===== src/rtl/led_pattern_sequencer.sv =====
// LED pattern sequencer: debounced button steps through four LED patterns,
// each advanced by a prescaled step tick and dimmed by a 16-phase PWM.
module led_pattern_sequencer #(
    parameter int STEP_DIV  = 1200000,
    parameter int DB_CYCLES = 120000
) (
    input  logic       clk,
    input  logic       rstn,
    input  logic       btn,
    input  logic [3:0] bright,
    output logic [7:0] leds,
    output logic [1:0] mode
);

    localparam int PW = $clog2(STEP_DIV);
    localparam int DW = $clog2(DB_CYCLES);
    localparam logic [PW-1:0] PRESC_MAX = PW'(STEP_DIV - 1);
    localparam logic [DW-1:0] DB_MAX    = DW'(DB_CYCLES - 1);

    typedef enum logic [1:0] {
        M_ALL_ON = 2'd0,
        M_SCAN   = 2'd1,
        M_COUNT  = 2'd2,
        M_BLINK  = 2'd3
    } mode_t;

    logic          sync1, sync2;
    logic          db_level;
    logic [DW-1:0] db_cnt;
    logic          press;
    logic [PW-1:0] presc;
    logic          step;
    logic [3:0]    pwm_cnt;
    logic          lit;

    mode_t      mode_q, mode_d;
    logic [7:0] pattern_q, pattern_d;
    logic       dir_up_q, dir_up_d;

    always_ff @(posedge clk or negedge rstn) begin
        if (!rstn) begin
            sync1    <= 1'b0;
            sync2    <= 1'b0;
            db_level <= 1'b0;
            db_cnt   <= '0;
        end else begin
            sync1 <= btn;
            sync2 <= sync1;
            if (sync2 == db_level) begin
                db_cnt <= '0;
            end else if (db_cnt == DB_MAX) begin
                db_level <= sync2;
                db_cnt   <= '0;
            end else begin
                db_cnt <= db_cnt + 1'b1;
            end
        end
    end

    // Press fires in the same cycle the debounced level is about to rise.
    assign press = sync2 & ~db_level & (db_cnt == DB_MAX);
    assign step  = (presc == PRESC_MAX);

    always_ff @(posedge clk or negedge rstn) begin
        if (!rstn) begin
            presc <= '0;
        end else if (press || step) begin
            presc <= '0;
        end else begin
            presc <= presc + 1'b1;
        end
    end

    always_ff @(posedge clk or negedge rstn) begin
        if (!rstn) begin
            mode_q    <= M_ALL_ON;
            pattern_q <= 8'hFF;
            dir_up_q  <= 1'b1;
        end else begin
            mode_q    <= mode_d;
            pattern_q <= pattern_d;
            dir_up_q  <= dir_up_d;
        end
    end

    // A press takes priority over a coincident step tick.
    always_comb begin
        mode_d    = mode_q;
        pattern_d = pattern_q;
        dir_up_d  = dir_up_q;
        if (press) begin
            dir_up_d = 1'b1;
            unique case (mode_q)
                M_ALL_ON: begin mode_d = M_SCAN;   pattern_d = 8'h01; end
                M_SCAN:   begin mode_d = M_COUNT;  pattern_d = 8'h00; end
                M_COUNT:  begin mode_d = M_BLINK;  pattern_d = 8'hFF; end
                M_BLINK:  begin mode_d = M_ALL_ON; pattern_d = 8'hFF; end
            endcase
        end else if (step) begin
            unique case (mode_q)
                M_SCAN: begin
                    if (dir_up_q) begin
                        pattern_d = {pattern_q[6:0], 1'b0};
                        if (pattern_q[6]) dir_up_d = 1'b0;
                    end else begin
                        pattern_d = {1'b0, pattern_q[7:1]};
                        if (pattern_q[1]) dir_up_d = 1'b1;
                    end
                end
                M_COUNT:  pattern_d = pattern_q + 8'd1;
                M_BLINK:  pattern_d = ~pattern_q;
                M_ALL_ON: pattern_d = pattern_q;
            endcase
        end
    end

    assign lit = (pwm_cnt <= bright);

    always_ff @(posedge clk or negedge rstn) begin
        if (!rstn) begin
            pwm_cnt <= 4'd0;
            leds    <= 8'h00;
        end else begin
            pwm_cnt <= pwm_cnt + 4'd1;
            leds    <= pattern_q & {8{lit}};
        end
    end

    assign mode = mode_q;

endmodule


===== config.mk =====
export PLATFORM = sky130hd
export DESIGN_NAME = led_pattern_sequencer
export DESIGN_NICKNAME = d
export VERILOG_FILES = /design/src/rtl/led_pattern_sequencer.sv
export SDC_FILE = /design/constraint.sdc
export NUM_CORES = 1
export LEC_CHECK = 0
export CORE_ASPECT_RATIO = 1.75
export CORE_UTILIZATION = 44
export DETAILED_ROUTE_END_ITERATION = 10
export PLACE_DENSITY = 0.65
export SKIP_CTS_REPAIR_TIMING = 1
export SYNTH_ARGS = -nofsm -noshare
export SYNTH_HDL_FRONTEND = slang
export SYNTH_SLANG_ARGS = --single-unit

===== constraint.sdc =====
create_clock -name clk -period 4.6 [get_ports clk]
set_input_delay 0.92 -clock clk [delete_from_list [all_inputs] [get_ports clk]]
set_output_delay 0.92 -clock clk [all_outputs]
set_load 0.01 [all_outputs]

Word level (Yosys, flattened, before mapping)
Cells that the tools add are included.

word-level totals
  flip-flop bits (word level) = 64
  bits of input ports = 7
  output and inout bits = 10
  word-level logic and storage cells = 51

operators by class
  add/sub/neg operators = 4
  $lt $le $gt $ge = 1
  equality and inequality tests = 7
  multiplexer cells = 15
  bitwise gates (word level) = 6
  reduce and logical (&&, ||, !) cells = 8

operators with widths
  cell                                                              count
  8-bit case mux with 3 select lines                                2
  17-bit 2-to-1 mux                                                 2
  8-bit 2-to-1 mux                                                  3
  21-bit by 1-bit adder with 21-bit output (second input constant)  1
  21-bit == test (second input constant)                            1
  21-bit 2-to-1 mux                                                 1
  17-bit by 1-bit adder with 17-bit output (second input constant)  1
  17-bit == test (second input constant)                            1
  8-bit by 1-bit adder with 8-bit output (second input constant)    1
  8-bit AND                                                         1
  8-bit NOT                                                         1
  2-bit case mux with 4 select lines                                1
  1-bit 2-to-1 mux                                                  6
  2-bit AND reduction                                               3
  4-bit by 1-bit adder with 4-bit output (second input constant)    1
  2-bit == test (second input constant)                             2
  4-bit <= comparator                                               1
  2-bit nonzero test                                                2
  1-bit AND                                                         2
  2-bit by 1-bit == test with 1-bit output (second input constant)  1
  2-bit logical NOT                                                 1
  2-bit != test (second input constant)                             1
  1-bit NOT                                                         2
  2-bit OR reduction                                                1
  other kinds (2)                                                   2

Longest topological paths before layout
Gate-level depths: netlist of the first run.

  word-level depth = 5
  mapped depth = 9
  depth with buffers taken out = 7

Worst setup path before layout of the first run
OpenSTA, ideal clock, no wires.

  kind = input to register
  start = in bright[1]
  end = reg leds[0]
  library setup time = 67 ps
  arrival = 2162 ps
  slack = 2371 ps
  cell stages on the path = 7
  path buffers = 0
  cell sequence = inv_1 ha_1 nor2b_1 o21a_1 o21a_1 o21ai_0 and2_1

on the way
  cells in the longest elaborated chain, start to end = 2

RTL lines
  item                  RTL line  RTL
  from (decl)           10        input logic [3:0] bright,
  4-bit <= comparator   117       assign lit = (pwm_cnt <= bright);
  8-bit AND             125       leds <= pattern_q & {8{lit}};
  to (signal assigned)  125
  to (decl)             11        output logic [7:0] leds,

Every way passes these cells.
A chain may end at the register's enable or synchronous reset.

Worst setup path in the final report of the first run
  start = in bright[1]
  end = reg leds[4]

The elaborated chain is that of the path after synthesis.

==> impl_summary.log, run 1 <==
INFO  metric outcome = completed
INFO  metric postSynthNetCount = 362
INFO  metric synth-seq-cells = 64
INFO  metric post-route-period-util = 55.3%
INFO  metric ctsHtreeMaxLevel = 3
INFO  metric gr-usage-all-layers = 18.6%
INFO  metric cts_root_buffer = sky130_fd_sc_hd__clkbuf_16
INFO  metric grt_max_degree = 37
INFO  metric timing_worst_slew_pin_value = 0.645 ns
INFO  metric dr.pass1.iters = 4
INFO  metric netlist_area = 0.00341 mm²
INFO  metric timing.clock.skew = 0.00754 ns
INFO  metric clock_tree_from_tritoncts = yes
INFO  metric area_growth = 13.9%
INFO  metric instance_count_of_the_mapped_netlist = 341
INFO  metric grt_first_pass_wirelength = 11.0 mm
INFO  metric finalHoldViolations = 0
INFO  metric design.core.area = 0.00751 mm²
INFO  metric wirelength = 6.55 mm
INFO  metric ys_dominant_reg_cell = sky130_fd_sc_hd__dfrtp_1
INFO  metric dpl-instance-area = 0.00361 mm²
INFO  metric peakVddDrop = 0.167 mV
INFO  metric async_reset_ff_share = 100%
INFO  metric power.sequential.fraction = 46.8%
INFO  metric critical_path_class = primary input to flop
INFO  metric synth_sequential_area_ratio = 47.3%
INFO  metric synth_cell_types = 48
INFO  metric endpoint_kind = flop
INFO  metric antenna_cells_inserted = 0
INFO  metric syn_avg_cell_area = 10.0 µm²
INFO  metric synthesis.yosys.warnings = 0
INFO  metric path_max_fanout = 8
INFO  metric routed-via-count = 2422
INFO  metric boundaryPins = 17
INFO  metric n_fill_cell = 684
INFO  metric cts.clk_slew.worst_paths = 0.05 ns
INFO  metric synth-edff-count = 0
INFO  metric maxSlewViolCount = 0
INFO  metric drive_above_1_share = 10.6%
INFO  metric layout_commonest_cell = sky130_fd_sc_hd__dfrtp_1
INFO  metric switching_share = 20.7%
INFO  metric design_area = 0.00389 mm²
INFO  metric drv_cap = 0
INFO  metric width_of_the_chip = 68.6 µm
INFO  metric cts.sink_count = 64
INFO  metric cp-start-kind = primary input
INFO  metric vias_per_cell = 5.42
INFO  metric placement_rows = 42
INFO  metric hpwl = 4.53 mm
INFO  metric holdCritPathClass = flop to flop
INFO  metric place.gp.congestion = 0.780
INFO  metric ant_nets = 0
INFO  metric drc = 0
INFO  metric period_needed = 2.54 ns
INFO  metric total_leakage_power = 1.67 nW
INFO  metric cp.required = 4.87 ns
INFO  metric power.internal = 0.000965 W
INFO  metric grt_pass1_vias = 2367
INFO  metric comb_power_share = 2.2%
INFO  metric initial_utilization = 45.4%
INFO  metric io_buffers = 16
INFO  metric ctsLongestPathBuffers = 2
INFO  metric die_h = 118 µm
INFO  metric setup_tns = 0 ns
INFO  metric nNetsFinal = 375
INFO  metric setup_viol = 0
INFO  metric mostFrequentLayoutCells = sky130_fd_sc_hd__dfrtp_1 (55), sky130_fd_sc_hd__nor2_1 (46), sky130_fd_sc_hd__xnor2_1 (23), sky130_fd_sc_hd__xor2_1 (19), sky130_fd_sc_hd__nand3_1 (19)
INFO  metric power_switching = 0.000252 W
INFO  metric cts_inserted_buffers = 9
INFO  metric slew-limit-headroom = 57.0%
INFO  metric gr-total-overflow = 0
INFO  metric drt-initial-drc-count = 117
INFO  metric clockPowerShare = 51.0%
INFO  metric max_freq = 393 MHz
INFO  metric power_per_unit_of_standard_cell_area = 313 mW/mm²
INFO  metric grt_antenna_before_repair = 0
INFO  metric detail_route.wl_per_cell = 14.7 µm
INFO  metric worst_skew_pair_latency = 0.33 ns
INFO  metric floorplan.die_area = 0.00812 mm²
INFO  metric worst_ep_arrival_time = 2.82 ns
INFO  metric rsz0062_at_grt = no
[metrics by stage]
stage | power, W | setup slack, ns | util, % | cells | hold slack, ns
after floorplan | 0.000588 | 2.37 | - | 341 | 0.331
after global placement | 0.000606 | 1.71 | 48.1 | 431 | 0.337
after detailed placement | 0.000607 | 1.67 | 48.1 | 431 | 0.342
after CTS | 0.00124 | 2.02 | 51.7 | 447 | 0.353
after global routing | 0.00126 | 1.82 | 51.7 | 447 | 0.353
final | 0.00122 | 2.06 | 51.7 | 447 | 0.352
[metal layers]
| metal | track usage, % | wire [µm] | vias to the layer above |
|---|---|---|---|
| met4 | 11.3 | 208 | 0 |
| met3 | 4.44 | 199 | 18 |
| met1 | 21.3 | 2740 | 1167 |
| li1 | - | - | 1199 |
| met5 | 0 | 0 | - |
| met2 | 29.8 | 3410 | 38 |
[path summary, 6_finish.rpt]
kind | startpoint | endpoint | slack (ns) | cells after the start
max | bright[1] | leds[4]$_DFF_PN0_ | 2.06 | 8
min | sync1$_DFF_PN0_ | sync2$_DFF_PN0_ | 0.35 | 0
max reg2reg | db_cnt[0]$_DFF_PN0_ | presc[15]$_DFF_PN0_ | 2.16 | 6
min reg2reg | sync1$_DFF_PN0_ | sync2$_DFF_PN0_ | 0.35 | 0
max in group asynchronous | rstn | pattern_q[1]$_DFFE_PN1P_ | 3.07 | 2
min in group asynchronous | rstn | presc[13]$_DFF_PN0_ | 0.61 | 1
[cells in the mapped netlist, types with 2 or more instances]
| cell type | count | share of area [%] |
|---|---|---|
| sky130_fd_sc_hd__nor4b_1 | 2 | 0.51 |
| sky130_fd_sc_hd__a211oi_2 | 5 | 1.8 |
| sky130_fd_sc_hd__xor2_1 | 19 | 4.9 |
| sky130_fd_sc_hd__xnor2_1 | 23 | 5.9 |
| sky130_fd_sc_hd__nor4bb_1 | 2 | 0.59 |
| sky130_fd_sc_hd__o221ai_1 | 2 | 0.51 |
| sky130_fd_sc_hd__o21a_1 | 2 | 0.44 |
| sky130_fd_sc_hd__inv_1 | 13 | 1.4 |
| sky130_fd_sc_hd__nor4_1 | 2 | 0.37 |
| sky130_fd_sc_hd__dfrtp_1 | 55 | 40 |
| sky130_fd_sc_hd__or2_1 | 2 | 0.37 |
| sky130_fd_sc_hd__buf_4 | 2 | 0.44 |
| sky130_fd_sc_hd__nand3_1 | 19 | 2.8 |
| sky130_fd_sc_hd__o21ai_1 | 9 | 1.3 |
| sky130_fd_sc_hd__nor2b_1 | 2 | 0.37 |
| sky130_fd_sc_hd__nor2_1 | 46 | 5.1 |
| sky130_fd_sc_hd__buf_2 | 2 | 0.29 |
| sky130_fd_sc_hd__ha_1 | 14 | 5.1 |
| sky130_fd_sc_hd__o21ai_0 | 5 | 0.73 |
| sky130_fd_sc_hd__o22ai_1 | 5 | 0.92 |
| sky130_fd_sc_hd__nand2b_1 | 2 | 0.37 |
| sky130_fd_sc_hd__nand4_1 | 12 | 2.2 |
| sky130_fd_sc_hd__o21bai_1 | 5 | 1.1 |
| sky130_fd_sc_hd__and4_1 | 6 | 1.5 |
| sky130_fd_sc_hd__nor3b_1 | 2 | 0.44 |
| sky130_fd_sc_hd__nor3_1 | 6 | 0.88 |
| sky130_fd_sc_hd__a21oi_1 | 2 | 0.29 |
| sky130_fd_sc_hd__dfstp_2 | 9 | 6.9 |
| sky130_fd_sc_hd__clkbuf_1 | 10 | 1.1 |
| sky130_fd_sc_hd__mux2i_1 | 7 | 2.1 |
| sky130_fd_sc_hd__and3_1 | 7 | 1.3 |
| sky130_fd_sc_hd__and2_1 | 9 | 1.7 |
| sky130_fd_sc_hd__nand2_1 | 18 | 2.0 |
[kinds of logic after synthesis]
family / Yosys count / share of synthesized area [%]
compound gates: 38 / 7.85
xor+xnor: 42 / 10.8
fa+ha+maj: 14 / 5.13
buf+inv: 29 / 3.70
flops: 64 / 47.3
mux: 8 / 2.38
simple gates: 146 / 22.9
[worst max-delay path, cell delays in order]
cell                              delay [ns]
sky130_fd_sc_hd__clkdlybuf4s50_1        0.45
sky130_fd_sc_hd__inv_1                  0.04
sky130_fd_sc_hd__ha_1                   0.29
sky130_fd_sc_hd__nor2b_1                0.13
sky130_fd_sc_hd__o21a_1                 0.16
sky130_fd_sc_hd__o21a_1                 0.15
sky130_fd_sc_hd__o21ai_0                0.47
sky130_fd_sc_hd__and2_1                 0.21
[registers in the layout, summed over array words and instances, names as in the netlist]
name and count:
presc 21, db_level 1, dir_up_q 1, sync1 1, db_cnt 17, sync2 1, mode 2, leds 8
pwm_cnt 4, pattern_q 8
[power by group through the flow]
stage / Clock, W / Sequential (W) / Combinational (W)
floorplan: 0 / 0.000578 / 0.00000956
global placement: 0 / 0.000579 / 0.0000272
detailed placement: 0 / 0.000579 / 0.0000280
CTS: 0.000640 / 0.000570 / 0.0000279
global route: 0.000660 / 0.000570 / 0.0000318
finish: 0.000621 / 0.000570 / 0.0000264
[final cells by class]
cell class | instances | area [µm²] | share of cell area, %
multi-input cells | 248 | 1670 | 43.0
well taps | 88 | 110 | 2.83
flip-flops and latches | 64 | 1610 | 41.5
clock buffers | 12 | 256 | 6.60
inverters | 14 | 52.6 | 1.35
clock inverters | 4 | 20.0 | 0.515
repair buffers | 17 | 163 | 4.18
No activity file was read; power rests on OpenSTA's default activity.
==> run 2, diff against run 1 <==
- clock period: 4.6 -> 2.55 ns (I/O delays scaled with it)
==> impl_summary.log, run 2 (synthesized netlist as in run 1, its figures left out) <==
INFO  metric ant_nets = 0 (unchanged)
INFO  metric vias_per_cell = 5.48 (+1.1%)
INFO  metric width_of_the_chip = 68.6 µm (unchanged)
INFO  metric cp_cell_sequence = ha_1, and4_1, or3b_1, or2_1, a211oi_2, o21ai_1
INFO  metric finalHoldViolations = 0 (unchanged)
INFO  metric floorplan.die_area = 0.00812 mm² (unchanged)
INFO  metric crit_buf_inv = 0 (-2)
INFO  metric cpLargestDelayFamily = simple AND/OR/NAND/NOR gates
INFO  metric drt-initial-drc-count = 128 (+9.4%)
INFO  metric initial_utilization = 45.4% (unchanged)
INFO  metric drive_above_1_share = 10.8% (+0.19 points)
INFO  metric die_h = 118 µm (unchanged)
INFO  metric post-route-period-util = 81.5%
INFO  metric critical_path_class = flop to flop
INFO  metric worst_skew_pair_latency = 0.32 ns (about the same)
INFO  metric maxSlewViolCount = 0 (unchanged)
INFO  metric grt_max_degree = 65 (+76%)
INFO  metric area_growth = 15.2%
INFO  metric cts.clk_slew.worst_paths = 0.05 ns (about the same)
INFO  metric setup_tns = 0 ns (unchanged)
INFO  metric antenna_cells_inserted = 0 (unchanged)
INFO  metric peakVddDrop = 0.327 mV (+96%)
INFO  metric io_buffers = 16 (unchanged)
INFO  metric ctsLongestPathBuffers = 2 (unchanged)
INFO  metric drv_cap = 0 (unchanged)
INFO  metric switching_share = 19.2% (-1.6 points)
INFO  metric rrSetupSlack = 0.47 ns (-1.69 ns)
INFO  metric holdCritPathClass = primary input to async pin
INFO  metric layout_commonest_cell = sky130_fd_sc_hd__dfrtp_1
INFO  metric n_fill_cell = 677 (-1.0%)
INFO  metric boundaryPins = 17 (unchanged)
INFO  metric placement_rows = 42 (unchanged)
INFO  metric place.gp.congestion = 0.797 (+2.1%)
INFO  metric nNetsFinal = 379 (+1.1%)
INFO  metric timing.reg2reg.worst_path_depth = 6 (unchanged)
INFO  metric largest_register_ffs = 21 (unchanged)
INFO  metric rr_endpoint = pattern_q[4]$_DFFE_PN1P_
INFO  metric dr.pass1.iters = 4 (unchanged)
INFO  metric cts_inserted_buffers = 9 (unchanged)
INFO  metric cts_root_buffer = sky130_fd_sc_hd__clkbuf_16
INFO  metric endpoint_kind = flop
INFO  metric gr-total-overflow = 0 (unchanged)
INFO  metric period_needed = 2.08 ns
INFO  metric timing.clock.skew = 0.00423 ns (-0.00331 ns)
INFO  metric slowest_cell_on_crit_path = sky130_fd_sc_hd__dfrtp_1
INFO  metric grt_first_pass_wirelength = 11.4 mm (+3.3%)
INFO  metric power.internal = 0.00177 W (+84%)
INFO  metric grt_antenna_before_repair = 0 (unchanged)
INFO  metric hpwl = 4.57 mm (+1.0%)
INFO  metric total_leakage_power = 1.69 nW (+1.2%)
INFO  metric clockPowerShare = 50.8% (-0.2 points)
INFO  metric cp.required = 2.78 ns (-2.09 ns)
INFO  metric power_switching = 0.000421 W (+67%)
INFO  metric grt_pass1_vias = 2558 (+8.1%)
INFO  metric max_flop_register = presc
INFO  metric drc = 0 (unchanged)
INFO  metric max_freq = 481 MHz
INFO  metric wirelength = 6.51 mm (-0.58%)
INFO  metric outcome = completed
INFO  metric cp-start-kind = flop
INFO  metric worst_ep_arrival_time = 2.31 ns (-0.51 ns)
INFO  metric power.sequential.fraction = 46.9% (about the same)
INFO  metric timing_worst_slew_pin_value = 0.632 ns (-0.0129 ns)
INFO  metric path_max_fanout = 7 (-1)
INFO  metric critPathMaxStageDelay = 0.42 ns (-0.05 ns)
INFO  metric gr-usage-all-layers = 18.8% (+0.25 points)
INFO  metric cts.sink_count = 64 (unchanged)
INFO  metric routed-via-count = 2466 (+1.8%)
INFO  metric comb_power_share = 2.3% (about the same)
INFO  metric detail_route.wl_per_cell = 14.5 µm (-1.2%)
INFO  metric setup_viol = 0 (unchanged)
INFO  metric mostFrequentLayoutCells = sky130_fd_sc_hd__dfrtp_1 (55), sky130_fd_sc_hd__nor2_1 (46), sky130_fd_sc_hd__xnor2_1 (23), sky130_fd_sc_hd__xor2_1 (19), sky130_fd_sc_hd__nand3_1 (19)
INFO  metric slew-limit-headroom = 57.5% (+0.53 points)
INFO  metric power_per_unit_of_standard_cell_area = 558 mW/mm² (+78%)
INFO  metric critical_path.reg2reg.startpoint = presc[0]$_DFF_PN0_
INFO  metric clock_tree_from_tritoncts = yes
INFO  metric finalPower = 0.00219 W (+80%)
INFO  metric design.core.area = 0.00751 mm² (unchanged)
INFO  metric rsz0062_at_grt = no
INFO  metric largest_registers = presc x21, db_cnt x17
INFO  metric ctsHtreeMaxLevel = 3 (unchanged)
[run 2: changes by cell type in the layout (fill, tap and decap cells not counted)]
cell                       previous run  this run
sky130_fd_sc_hd__clkinv_2             4         0
sky130_fd_sc_hd__buf_4                1         4
sky130_fd_sc_hd__clkbuf_1             1         3
sky130_fd_sc_hd__buf_12               0         1
sky130_fd_sc_hd__clkbuf_8             2         3
[run 2: cell type report]
class                           instances  area, µm²  area share [%]
Multi-Input combinational cell        248       1670            42.6
Clock buffer                           15        278            7.07
Inverter                               14       52.6            1.34
Tap cell                               88        110            2.80
Sequential cell                        64       1610            41.0
Timing Repair Buffer                   21        205            5.22
[run 2: how the worst max path moves through the flow]
stage                        start                        to  cells past startpoint
2_1_floorplan   presc[0]$_DFF_PN0_  pattern_q[3]$_DFFE_PN1P_                      8
5_1_grt        db_cnt[0]$_DFF_PN0_       db_cnt[9]$_DFF_PN0_                      6
3_3_place_gp             bright[1]         leds[2]$_DFF_PN0_                      9
6_report        presc[0]$_DFF_PN0_  pattern_q[4]$_DFFE_PN1P_                      6
3_5_place_dp             bright[1]         leds[4]$_DFF_PN0_                      9
4_1_cts         presc[0]$_DFF_PN0_  pattern_q[4]$_DFFE_PN1P_                      6
[run 2: power by group through the flow]
stage | combinational [W] | clock (W) | sequential, W
3_5_place_dp | 0.0000539 | 0 | 0.00104
3_3_place_gp | 0.0000525 | 0 | 0.00104
2_1_floorplan | 0.0000172 | 0 | 0.00104
6_report | 0.0000511 | 0.00111 | 0.00103
5_1_grt | 0.0000607 | 0.00120 | 0.00103
4_1_cts | 0.0000541 | 0.00116 | 0.00103
[run 2: per-layer routing]
metal	vias up	global-route usage [%]	part of all wire (%)
li1	1208	-	-
met1	1217	20.1	40
met2	31	33.3	55
met3	10	3.96	2.7
met4	0	8.85	2.0
met5	-	0	0
[run 2: worst register-to-register path: stages (launching register included)]
cell and delay (ns):
sky130_fd_sc_hd__dfrtp_1 0.42, sky130_fd_sc_hd__ha_1 0.23, sky130_fd_sc_hd__and4_1 0.27, sky130_fd_sc_hd__or3b_1 0.40, sky130_fd_sc_hd__or2_1 0.36, sky130_fd_sc_hd__a211oi_2 0.21, sky130_fd_sc_hd__o21ai_1 0.10
[run 2: per-stage QoR]
stage	hold slack [ns]	utilization (%)	cells	worst slack [ns]	instance area, µm²
6_report	0.196	52.3	450	0.472	3930
5_1_grt	0.210	52.3	450	0.304	3930
4_1_cts	0.205	52.3	450	0.474	3930
3_5_place_dp	0.337	48.6	435	0.297	3650
3_3_place_gp	0.338	48.6	435	0.326	3650
2_1_floorplan	0.214	-	341	0.604	3410
